$ cat src/rtl/dmem_arbiter.sv
// dmem_arbiter: shares one single-port data memory between the CPU memory stage and a host/loader port
//   clk, reset                  clock and synchronous active-high reset
//   cpu_req/we/addr/wdata       processor access; cpu_stall freezes the pipeline when not granted
//   cpu_rvalid/cpu_rdata        processor read return, one cycle after an accepted read
//   host_req/we/lock/addr/wdata host access; host_lock asks for back-to-back grants
//   host_gnt/rvalid/rdata       host grant and read return
//   mem_en/we/addr/wdata/rdata  memory side; mem_rdata is valid the cycle after the address
//   stall_cnt                   saturating count of processor stall cycles
module dmem_arbiter #(
  parameter int ADDR_W     = 32,
  parameter int DATA_W     = 32,
  parameter int HOST_BURST = 4,
  parameter int CNT_W      = 16
) (
  input  logic              clk,
  input  logic              reset,
  input  logic              cpu_req,
  input  logic              cpu_we,
  input  logic [ADDR_W-1:0] cpu_addr,
  input  logic [DATA_W-1:0] cpu_wdata,
  output logic              cpu_stall,
  output logic              cpu_rvalid,
  output logic [DATA_W-1:0] cpu_rdata,
  input  logic              host_req,
  input  logic              host_we,
  input  logic              host_lock,
  input  logic [ADDR_W-1:0] host_addr,
  input  logic [DATA_W-1:0] host_wdata,
  output logic              host_gnt,
  output logic              host_rvalid,
  output logic [DATA_W-1:0] host_rdata,
  output logic              mem_en,
  output logic              mem_we,
  output logic [ADDR_W-1:0] mem_addr,
  output logic [DATA_W-1:0] mem_wdata,
  input  logic [DATA_W-1:0] mem_rdata,
  output logic [CNT_W-1:0]  stall_cnt
);
  localparam int BW = $clog2(HOST_BURST + 1);
  localparam logic [BW-1:0] BURST_MAX = BW'(HOST_BURST);
  logic              last_host_q, last_host_d;
  logic [BW-1:0]     burst_q, burst_d;
  logic              tag_vld_q, tag_vld_d, tag_host_q, tag_host_d;
  logic [DATA_W-1:0] cpu_rdata_q, host_rdata_q;
  logic [CNT_W-1:0]  stall_cnt_q, stall_cnt_d;
  logic              cpu_gnt, host_win;
  // On a tie the host wins if it holds a burst with budget left, or if the CPU was served last
  always_comb begin
    host_win  = (host_lock && burst_q < BURST_MAX) || !last_host_q;
    host_gnt  = !reset && host_req && (!cpu_req || host_win);
    cpu_gnt   = !reset && cpu_req && !host_gnt;
    cpu_stall = !reset && cpu_req && !cpu_gnt;
    mem_en    = cpu_gnt || host_gnt;
    mem_we    = host_gnt ? host_we : cpu_gnt && cpu_we;
    mem_addr  = host_gnt ? host_addr : cpu_gnt ? cpu_addr : '0;
    mem_wdata = host_gnt ? host_wdata : cpu_gnt ? cpu_wdata : '0;
  end
  // Read return is steered by the tag; the idle side keeps showing its last returned word
  always_comb begin
    cpu_rvalid  = !reset && tag_vld_q && !tag_host_q;
    host_rvalid = !reset && tag_vld_q && tag_host_q;
    cpu_rdata   = reset ? '0 : cpu_rvalid ? mem_rdata : cpu_rdata_q;
    host_rdata  = reset ? '0 : host_rvalid ? mem_rdata : host_rdata_q;
    stall_cnt   = reset ? '0 : stall_cnt_q;
  end
  // Burst budget only runs while the CPU is actually waiting
  always_comb begin
    last_host_d = host_gnt || (last_host_q && !cpu_gnt);
    burst_d     = (cpu_gnt || !cpu_req) ? '0 : host_gnt ? burst_q + 1'b1 : burst_q;
    tag_vld_d   = (host_gnt && !host_we) || (cpu_gnt && !cpu_we);
    tag_host_d  = host_gnt;
    stall_cnt_d = (cpu_stall && !(&stall_cnt_q)) ? stall_cnt_q + 1'b1 : stall_cnt_q;
  end
  always_ff @(posedge clk) begin
    if (reset) begin
      last_host_q  <= 1'b1;
      burst_q      <= '0;
      tag_vld_q    <= 1'b0;
      tag_host_q   <= 1'b0;
      cpu_rdata_q  <= '0;
      host_rdata_q <= '0;
      stall_cnt_q  <= '0;
    end else begin
      last_host_q  <= last_host_d;
      burst_q      <= burst_d;
      tag_vld_q    <= tag_vld_d;
      tag_host_q   <= tag_host_d;
      cpu_rdata_q  <= cpu_rdata;
      host_rdata_q <= host_rdata;
      stall_cnt_q  <= stall_cnt_d;
    end
  end
endmodule

$ cat config.mk
export PLATFORM = sky130hd
export DESIGN_NAME = dmem_arbiter
export DESIGN_NICKNAME = d
export VERILOG_FILES = /design/src/rtl/dmem_arbiter.sv
export SDC_FILE = /design/constraint.sdc
export NUM_CORES = 1
export LEC_CHECK = 0
export BUFFER_PORTS_ARGS = -buffer_cell sky130_fd_sc_hd__buf_2
export CORE_AREA = 3 3 122 124
export DETAILED_ROUTE_END_ITERATION = 7
export DIE_AREA = 0 0 125 127
export GPL_TIMING_DRIVEN = 1
export PLACE_DENSITY = 0.67
export SLEW_MARGIN = 20
export SYNTH_ARGS = -nofsm -noshare
export SYNTH_HDL_FRONTEND = slang
export SYNTH_SLANG_ARGS = --single-unit
$ cat constraint.sdc
create_clock -name clk -period 7.9 [get_ports clk]
set_input_delay 2.37 -clock clk [delete_from_list [all_inputs] [get_ports clk]]
set_output_delay 2.37 -clock clk [all_outputs]
set_load 0.01 [all_outputs]
Word-level counts from Yosys, hierarchy flattened:

Index checks and enable logic that the tools add are counted.

* $lt $le $gt $ge: 1
* multiplexer cells: 10
* reductions and logical operators: 31
* add/subtract/negate cells: 2

Operators with widths (number)
* $mux 32: 8
* $add 16x1->16 const B: 1
* $mux 16: 1
* $reduce_and 16->1: 1
* $logic_and 1x1->1: 14
* $logic_not 1->1: 9
* $logic_or 1x1->1: 6
* $add 3x1->3 const B: 1
* $lt 3x3->1 const B: 1
* $reduce_or 2->1: 1
* $mux 1: 1

* input bits: 167
* flip-flop bits (word level): 86
* output and inout port bits: 150
* word-level logic and storage cells: 51

Depth between registers and ports, before layout:

Gate-level depths: netlist of run 1.

* depth in word-level cells: 10
* gate-level depth with buffers: 6
* mapped depth without buffers: 5

Worst setup path before layout of run 1:

Ideal clock, no wire load.

* path kind: input to output
* start: input reset
* end: output mem_addr[12]
* path buffers: 3
* required time: 5.530 ns
* stages: 6
* data arrival time: 3.601 ns
* setup slack: 1.929 ns
* cell sequence: clkbuf_1 nor2_1 clkbuf_1 clkbuf_1 nand2_1 o21ai_0

* longest elaborated chain between the ends: 7
* elaborated cells between the ends (all ways): 8
* those cells by class: mux (2); reduce/logical (6)

RTL lines
* start: declaration: line 16 `input logic reset,`
* $logic_not 1->1 (*): line 50, 51
* $logic_and 1x1->1 (2 in series): line 50 `host_gnt = !reset && host_req && (!cpu_req || host_win);`
* $logic_not 1->1: line 51 `cpu_gnt = !reset && cpu_req && !host_gnt;`
* $logic_and 1x1->1: line 51
* $mux 32: line 55 `mem_addr = host_gnt ? host_addr : cpu_gnt ? cpu_addr : '0;`
* $mux 32 (*): line 55
* end: declaration: line 34 `output logic [ADDR_W-1:0] mem_addr,`

Every way passes the cells marked *; elsewhere a longest branch is shown, timed or not.

Worst setup path after layout of run 1:

* start: input host_lock
* end: output mem_wdata[8]

* longest elaborated chain between the ends: 8

RTL lines
* start: declaration: line 26 `input logic host_lock,`
* $logic_and 1x1->1 (*): line 49 `host_win = (host_lock && burst_q < BURST_MAX) || !last_host_q;`
* $logic_or 1x1->1 (*): line 49
* $logic_or 1x1->1 (*): line 50
* $logic_and 1x1->1 (*): line 50
* $logic_not 1->1: line 51
* $logic_and 1x1->1: line 51
* $mux 32: line 56 `mem_wdata = host_gnt ? host_wdata : cpu_gnt ? cpu_wdata : '0;`
* $mux 32 (*): line 56
* end: declaration: line 35 `output logic [DATA_W-1:0] mem_wdata,`

Marked as above.

==> flow_metrics.tcl, run 1 <==
set metrics [dict create \
    synth_edf_count 0 \
    ys_seq_elements 86 \
    rows 43 \
    path_common_cell "buf_2" \
    p_switching_uw 280.9 \
    tns_ns 0 \
    cts_root_buf "clkbuf_16" \
    path_class "primary input to primary output" \
    via_per_inst 4.750 \
    powerDensity_mw_per_mm2 162.1 \
    finalSetupViolCount 0 \
    post-synth-top-area-fraction_pct 36.68 \
    synth_cell_types 37 \
    initial_core_util_pct 33.81 \
    ant_nets 0 \
    nets 1149 \
    synth_fp_nets 864 \
    vias 5539 \
    leakagePower_nw 3.554 \
    drtPass1Iterations 5 \
    timing.rr.start "stall_cnt_q[0]" \
    crit_chain "buf_2 -> nand2b_1 -> a311oi_4 -> buf_4 -> nand2_1 -> o21ai_0 -> buf_2" \
    hold_path.startpoint "burst_q[0]" \
    reg2reg_to "stall_cnt_q[11]" \
    io_buffers 316 \
    die_x_um 125 \
    hpwl_um 13680 \
    syn_area_mm2 0.004693 \
    timing.final.crit_share_pct 82.21 \
    grt_max_degree 98 \
    peakVddDrop_v 0.00009684 \
    final_cells 1166 \
    crit_fanout 78 \
    routed_wl_um 17400 \
    clk_pin_slew_ns 0.06 \
    post-route-util_pct 48.29 \
    r2r.worst_path.cells 5 \
    max_cap_viol_count 0 \
    cts_tree "yes" \
    critPathMaxStageDelay_ns 0.59 \
    worst_hold_slack_ns 0.4238 \
    status "completed" \
    ios 317 \
    power_frac_comb_pct 17.2 \
    clk_path_buf_depth 2 \
    dp_slack_ns 1.404 \
    core_area_mm2 0.01388 \
    place_area_mm2 0.006385 \
    min_path_cells 1 \
    antenna_found_initial 1 \
    die_h_um 127 \
    ys_seq_area_share_pct 36.68 \
    skew_ns 0.009342 \
    synth_ff_type "dfxtp_1" \
    period_minus_slack_ns 6.494 \
    cts_buffers 9 \
    power_mw 1.086 \
    synth_common_cells "nand2_1 (262), o21ai_0 (129), dfxtp_1 (86)" \
    area_growth_syn_to_layout_pct 42.82 \
    worst_hold_path_type "register to register" \
    drc 0 \
    postSynthCellCount 695 \
    yosys.cell_count.top_type "nand2_1" \
    cts.hold.buffers_added 0 \
    synth.avg_cell_area_um2 6.753 \
    crit_arrival_ns 4.12 \
    cp-end-kind "primary output" \
    grt_pass1_wl_um 26100 \
    post-route-cell-area_mm2 0.006703 \
    r2r_slack_ns 5.32 \
    yosysTopAreaCell "dfxtp_1" \
    drive_gt1_share_pct 35.53 \
    rsz0062_at_grt "false" \
    async_reset_ff_share_pct 0 \
    p_int_uw 805.4 \
    min_to "burst_q[0]" \
    yosysWarnings 0 \
    fmax_ghz 0.1540 \
    required_ns 5.53 \
    slew_headroom_pct 36.31 \
    grt_util_all_layers_pct 20.42 \
    p_clk_share_pct 41.1 \
    cts_setup_buffers 0 \
    wire_per_inst_um 14.92 \
    htreeDepth 3 \
    insertion_delay_ns 0.34 \
    slew_violations 0 \
    overflow 0 \
    fin_ws_ns 1.406 \
    p_seq_share_pct 41.7 \
    critPathSlowestCell "buf_4" \
    placedCellCount 1149 \
    start_kind "primary input" \
    yosys-top-cells-area "dfxtp_1 (37%), nand2_1 (21%), o21ai_0 (14%)" \
    drt-initial-drc-count 444 \
    grt_pass1_vias 4894 \
    tightestPinTransition_ns 0.9475 \
    clock-sinks 86 \
    die_area_mm2 0.01588 \
    hold_viol 0 \
    gp_routability_congestion 0.8466 \
    cts_resized 0 \
    swShare_pct 25.86 \
]
==> placed cells by master (no fill, tap or decap), types with 3 or more instances in the layout <==
cell type	Yosys	layout
a211o_1	3	3
a21oi_1	6	6
buf_2	11	316
buf_4	0	7
clkbuf_16	0	9
dfxtp_1	86	86
inv_1	7	7
mux2_2	6	6
nand2_1	262	262
nand2b_1	34	34
nand3_1	6	6
nand3b_1	34	34
nand4_1	4	4
nor2_1	13	12
nor2b_1	12	12
nor3_1	6	6
nor4_1	9	8
o21ai_0	129	129
o31ai_1	3	3
or4_1	3	3
xnor2_1	3	3
==> critical path: cells and delay by family <==
kind / cells / cell delay [ns]
AND/OR/NAND/NOR: 2 / 0.25
AO/OA/AOI/OAI: 2 / 0.57
buffers and inverters: 3 / 0.90
==> routing by layer <==
metal	track usage, %	up-vias	share of wire [%]
met4	5.804	2	1.6
met1	26.68	2402	43
li1	-	2887	-
met2	33.53	231	47
met3	5.268	17	8.6
met5	0	-	0.11
==> worst max-delay path by stage <==
stage / to / slack, ns / startpoint
after floorplan: mem_addr[12] / 1.93 / reset
after global placement: mem_wdata[8] / 1.45 / host_lock
after detailed placement: mem_wdata[8] / 1.40 / host_lock
after CTS: mem_wdata[8] / 1.40 / host_lock
after global routing: mem_addr[26] / 1.20 / host_lock
final: mem_wdata[8] / 1.41 / host_lock
==> layout make-up <==
type	instances	area, um^2
diodes	1	2.502
clock inverters	5	82.58
fillers	1426	7178
clock buffers	11	232.7
repair buffers	323	1634
multi-input cells	552	2774
well taps	180	225.2
inverters	8	30.03
flip-flops and latches	86	1722
==> flip-flops by register name (all words and copies together), names as in the netlist <==
signal and flops:
cpu_rdata_q 32, tag_vld_q 1, host_rdata_q 32, last_host_q 1, tag_host_q 1, stall_cnt_q 16
burst_q 3
==> cells by family (layout without fill, tap and decap cells) <==
family	Yosys count	in the layout	share of synthesized area [%]
xor+xnor	3	3	0.5600
fa+ha+maj	2	2	0.5331
other cells	0	1	0
simple gates	391	391	38.55
flops	86	86	36.68
buf+inv	57	347	4.852
mux	8	8	1.919
compound gates	148	148	16.90
==> power by group through the flow <==
stage	registers, mW	clock network, mW	logic, mW
final	0.453	0.447	0.187
after global routing	0.454	0.477	0.207
after detailed placement	0.462	0	0.188
after CTS	0.453	0.456	0.189
after floorplan	0.461	0	0.0890
after global placement	0.462	0	0.188
Note: power is estimated with default switching activity, not from simulation.
==> run 2: changes to the inputs <==
--- a/config.mk
+++ b/config.mk
@@ -10,7 +10,7 @@
 export DETAILED_ROUTE_END_ITERATION = 7
 export DIE_AREA = 0 0 125 127
 export GPL_TIMING_DRIVEN = 1
-export PLACE_DENSITY = 0.67
+export PLACE_DENSITY = 0.69
 export SLEW_MARGIN = 20
 export SYNTH_ARGS = -nofsm -noshare
 export SYNTH_HDL_FRONTEND = slang
==> constraint.sdc (replaced) <==
create_clock -name clk -period 5.7 [get_ports clk]
set_input_delay 1.71 -clock clk [delete_from_list [all_inputs] [get_ports clk]]
set_output_delay 1.71 -clock clk [all_outputs]
set_load 0.01 [all_outputs]
==> run 2 against run 1 <==
Utilization increased by 0.20 points; via count up 1.0%; combinational power rose by 40%; final cell count did not move; global-route usage down 0.36 points; worst setup slack got worse by 0.71 ns; count of clock-buffer cells in the layout decreased by 1; final area increased by 0.41%; worst hold slack lost 0.0010 ns; total power grew 36%; register-to-register slack worse by 2.3 ns; critical path type unchanged; highest routed layer is now met4.
==> flow_metrics.tcl, run 2 (synthesized netlist as in run 1, its figures left out) <==
set metrics [dict create \
    critPathMaxStageDelay_ns 0.37 \
    period_minus_slack_ns 5.008 \
    leakagePower_nw 3.563 \
    die_x_um 125 \
    worstSetupPathDepth 5 \
    p_clk_share_pct 39.8 \
    status "completed" \
    path_class "primary input to primary output" \
    path_common_cell "buf_2" \
    wire_per_inst_um 14.64 \
    cts_setup_buffers 0 \
    top_regs "cpu_rdata_q (32), host_rdata_q (32), stall_cnt_q (16)" \
    cts.hold.buffers_added 0 \
    nets 1150 \
    p_seq_share_pct 42.5 \
    via_per_inst 4.799 \
    clk_path_buf_depth 2 \
    die_area_mm2 0.01588 \
    drtPass1Iterations 5 \
    peakVddDrop_v 0.0001163 \
    timing.final.crit_share_pct 87.87 \
    cp-end-kind "primary output" \
    seq_area_mm2 0.001722 \
    hpwl_um 13440 \
    insertion_delay_ns 0.34 \
    cp_num_buf_inv 3 \
    nFillCells 1446 \
    die_h_um 127 \
    final_common_cell "buf_2" \
    multiInputGateArea_mm2 0.002774 \
    antenna_cells 0 \
    power_frac_comb_pct 17.7 \
    slew_violations 0 \
    crit_arrival_ns 3.30 \
    grt_pass1_vias 4906 \
    grt_max_degree 135 \
    crit_chain "buf_2 -> a311oi_4 -> buf_12 -> o21ai_0 -> buf_2" \
    rows 43 \
    r2r.worst_path.cells 5 \
    p_switching_uw 393.4 \
    ant_nets 0 \
    cts_buffers 9 \
    routed_wl_um 17070 \
    io_buffers 316 \
    max_cap_viol_count 0 \
    initial_core_util_pct 33.81 \
    finalSetupViolCount 0 \
    core_area_mm2 0.01388 \
    clk_pin_slew_ns 0.06 \
    grt_pass1_wl_um 25770 \
    overflow 0 \
    area_growth_syn_to_layout_pct 43.40 \
    rsz0062_at_grt "false" \
    cp_top_family "buffers and inverters" \
    cts_resized 0 \
    critPathSlowestCell "buf_12" \
    grt_util_all_layers_pct 20.06 \
    p_int_mw 1.083 \
    fmax_ghz 0.1997 \
    slew_headroom_pct 30.93 \
    drc 0 \
    drive_gt1_share_pct 35.80 \
    clock-sinks 86 \
    skew_ns 0.005736 \
    worst_hold_slack_ns 0.4228 \
    hold_viol 0 \
    crit_fanout 134 \
    cts_root_buf "clkbuf_16" \
    start_kind "primary input" \
    htreeDepth 3 \
    tns_ns 0 \
    required_ns 3.99 \
    worst_hold_path_type "register to register" \
    swShare_pct 26.64 \
    ios 317 \
    gp_routability_congestion 0.8902 \
    final_cell_mix "buf_2 (316), nand2_1 (262), o21ai_0 (129)" \
    vias 5596 \
    drt-initial-drc-count 448 \
    min_path_cells 1 \
    powerDensity_mw_per_mm2 219.4 \
    cts_tree "yes" \
    antenna_found_initial 0 \
    tightestPinTransition_ns 1.028 \
]
## run 2: per-stage QoR
stage | area, um^2 | setup WS (ns) | total power [mW] | util, % | std cells
4_1_cts | 6730 | 0.7180 | 1.493 | 48.49 | 1166
2_1_floorplan | 4693 | 1.049 | 0.7623 | - | 695
3_5_place_dp | 6430 | 0.7196 | 0.9049 | 46.32 | 1150
5_1_grt | 6730 | 0.5889 | 1.539 | 48.49 | 1166
6_report | 6730 | 0.6917 | 1.477 | 48.49 | 1166
3_3_place_gp | 6430 | 0.7006 | 0.9023 | 46.32 | 1150
## run 2: final timing paths
kind                       start        endpoint  slack, ns
setup / recovery           reset   mem_wdata[31]       0.69
hold / removal        burst_q[0]      burst_q[0]       0.42
setup reg to reg  stall_cnt_q[0]  stall_cnt_q[9]       3.00
hold reg to reg       burst_q[0]      burst_q[0]       0.42
## run 2: final cells by class
type                    instances  area share [%]
inverters                       8          0.4462
flip-flops and latches         86           25.58
clock buffers                  10           3.551
multi-input cells             552           41.22
repair buffers                324           24.95
well taps                     180           3.346
clock inverters                 6          0.9110
## run 2: metal layers
metal  global-route usage, %  vias to the layer above  part of all wire, %  routed length [um]
met4                   6.186                        0                  1.7                 293
met1                   26.72                     2440                   43                7388
met5                       0                        -                    0                   0
met2                   32.02                      240                   46                7866
met3                   5.268                       15                  8.9                1526
li1                        -                     2901                    -                   -
## run 2: power groups by stage
stage | Clock (mW) | Sequential (mW) | Combinational [mW]
3_5_place_dp | 0 | 0.641 | 0.264
4_1_cts | 0.601 | 0.628 | 0.264
6_report | 0.587 | 0.628 | 0.262
2_1_floorplan | 0 | 0.639 | 0.123
3_3_place_gp | 0 | 0.640 | 0.262
5_1_grt | 0.620 | 0.629 | 0.290
==> run 3: changes to the inputs <==
--- a/config.mk
+++ b/config.mk
@@ -6,9 +6,9 @@
 export NUM_CORES = 1
 export LEC_CHECK = 0
 export BUFFER_PORTS_ARGS = -buffer_cell sky130_fd_sc_hd__buf_2
-export CORE_AREA = 3 3 122 124
+export CORE_AREA = 2 2 121 123
 export DETAILED_ROUTE_END_ITERATION = 7
-export DIE_AREA = 0 0 125 127
+export DIE_AREA = 0 0 123 125
 export GPL_TIMING_DRIVEN = 1
 export PLACE_DENSITY = 0.69
 export SLEW_MARGIN = 20
==> run 3 against run 2 <==
Worst setup slack better by 0.13 ns; combinational power barely moved; maximum frequency grew 2.6%; non-clock buffer count did not move; sequential power hardly changed; die area decreased by 3.1%; via count about the same; final area is 0.41% higher; first-iteration DRC count is 0.22% lower; final cell count up 0.34%; register-to-register slack gained 0.11 ns; largest cell class unchanged.
==> flow_metrics.tcl, run 3 (synthesized netlist as in run 1, its figures left out) <==
set metrics [dict create \
    status "completed" \
    r2r.worst_path.cells 5 \
    wire_per_inst_um 14.49 \
    hold_path.startpoint "burst_q[0]" \
    finalSetupViolCount 0 \
    cts_resized 0 \
    crit_arrival_ns 3.17 \
    ant_nets 0 \
    tightestPinTransition_ns 0.9274 \
    slew_violations 0 \
    routed_wl_um 16960 \
    clock-sinks 86 \
    required_ns 3.99 \
    insertion_delay_ns 0.34 \
    drt-initial-drc-count 447 \
    hpwl_um 13300 \
    clk_path_buf_depth 2 \
    rsz0062_at_grt "false" \
    timing.rr.start "stall_cnt_q[0]" \
    htreeDepth 3 \
    crit_fanout 115 \
    cts_root_buf "clkbuf_16" \
    cts_setup_buffers 0 \
    cp-end-kind "primary output" \
    peakVddDrop_v 0.0001371 \
    path_class "primary input to primary output" \
    p_switching_uw 403.7 \
    p_clk_share_pct 41.7 \
    tns_ns 0 \
    grt_util_all_layers_pct 20.60 \
    power_frac_comb_pct 17.1 \
    max_cap_viol_count 0 \
    power_mw 1.525 \
    skew_ns 0.007535 \
    slew_headroom_pct 37.66 \
    dp_slack_ns 0.8405 \
    ios 317 \
    clk_pin_slew_ns 0.06 \
    drtPass1Iterations 5 \
    die_area_mm2 0.01538 \
    die_x_um 123 \
    post-route-util_pct 47.58 \
    final_common_cell "buf_2" \
    worst_hold_slack_ns 0.4238 \
    gp_routability_congestion 0.8393 \
    start_kind "primary input" \
    grt_max_degree 116 \
    initial_core_util_pct 33.04 \
    final_cell_mix "buf_2 (316), nand2_1 (262), o21ai_0 (129)" \
    cts_tree "yes" \
    cts_buffers 9 \
    overflow 0 \
    worst_hold_path_type "register to register" \
    powerDensity_mw_per_mm2 225.7 \
    fmax_ghz 0.2048 \
    fin_ws_ns 0.8170 \
    reg2reg_to "stall_cnt_q[9]" \
    leakagePower_nw 3.568 \
    via_per_inst 4.779 \
    nets 1150 \
    core_area_mm2 0.01420 \
    io_buffers 316 \
    top_regs "cpu_rdata_q (32), host_rdata_q (32), stall_cnt_q (16)" \
    min_to "burst_q[0]" \
    timing.final.crit_share_pct 85.67 \
    swShare_pct 26.47 \
    vias 5592 \
    period_minus_slack_ns 4.883 \
    drive_gt1_share_pct 35.70 \
    cts.hold.buffers_added 0 \
    drc 0 \
    antenna_found_initial 4 \
    p_seq_share_pct 41.1 \
    area_growth_syn_to_layout_pct 43.99 \
    p_int_mw 1.121 \
    grt_pass1_vias 4668 \
    antenna_cells 0 \
    r2r_slack_ns 3.11 \
    rows 44 \
    grt_pass1_wl_um 24670 \
    hold_viol 0 \
    min_path_cells 1 \
    die_h_um 125 \
]
-- run 3: cell type report --
cell class,instances,area (um^2)
Fill cell,1496,7446
Sequential cell,86,1722
Clock inverter,6,93.84
Clock buffer,10,229.0
Tap cell,184,230.2
Timing Repair Buffer,324,1679
Multi-Input combinational cell,552,2774
Inverter,8,30.03
-- run 3: per-layer routing --
layer	wire (um)	global-route usage [%]
met1	7099	26.11
met5	57	0
met4	195	4.412
met2	7753	33.25
met3	1848	7.801
-- run 3: worst max-delay path: stages --
cell and delay (ns):
buf_2 0.10, nand2b_1 0.12, a311oi_4 0.38, buf_12 0.36, nand2_1 0.11, o21ai_0 0.13
buf_2 0.19
-- run 3: power by group through the flow --
stage | logic [mW] | clock network [mW] | registers (mW)
2_1_floorplan | 0.123 | 0 | 0.639
3_5_place_dp | 0.263 | 0 | 0.641
6_report | 0.261 | 0.637 | 0.627
5_1_grt | 0.287 | 0.681 | 0.629
3_3_place_gp | 0.261 | 0 | 0.640
4_1_cts | 0.264 | 0.652 | 0.627
-- run 3: per-stage QoR --
stage / instance area [um^2] / cells
after global placement: 6435 / 1154
after global routing: 6758 / 1170
after detailed placement: 6435 / 1154
after CTS: 6758 / 1170
after floorplan: 4693 / 695
final: 6758 / 1170
-- run 3: how the worst max path moves through the flow --
stage,startpoint,endpoint,slack [ns],cells after the start
after global routing,host_lock,mem_addr[31],0.73,7
after detailed placement,host_lock,mem_addr[31],0.84,7
after global placement,host_lock,mem_addr[5],0.88,7
after floorplan,reset,mem_addr[12],1.05,6
after CTS,host_lock,mem_addr[7],0.85,7
final,host_lock,mem_addr[31],0.82,7
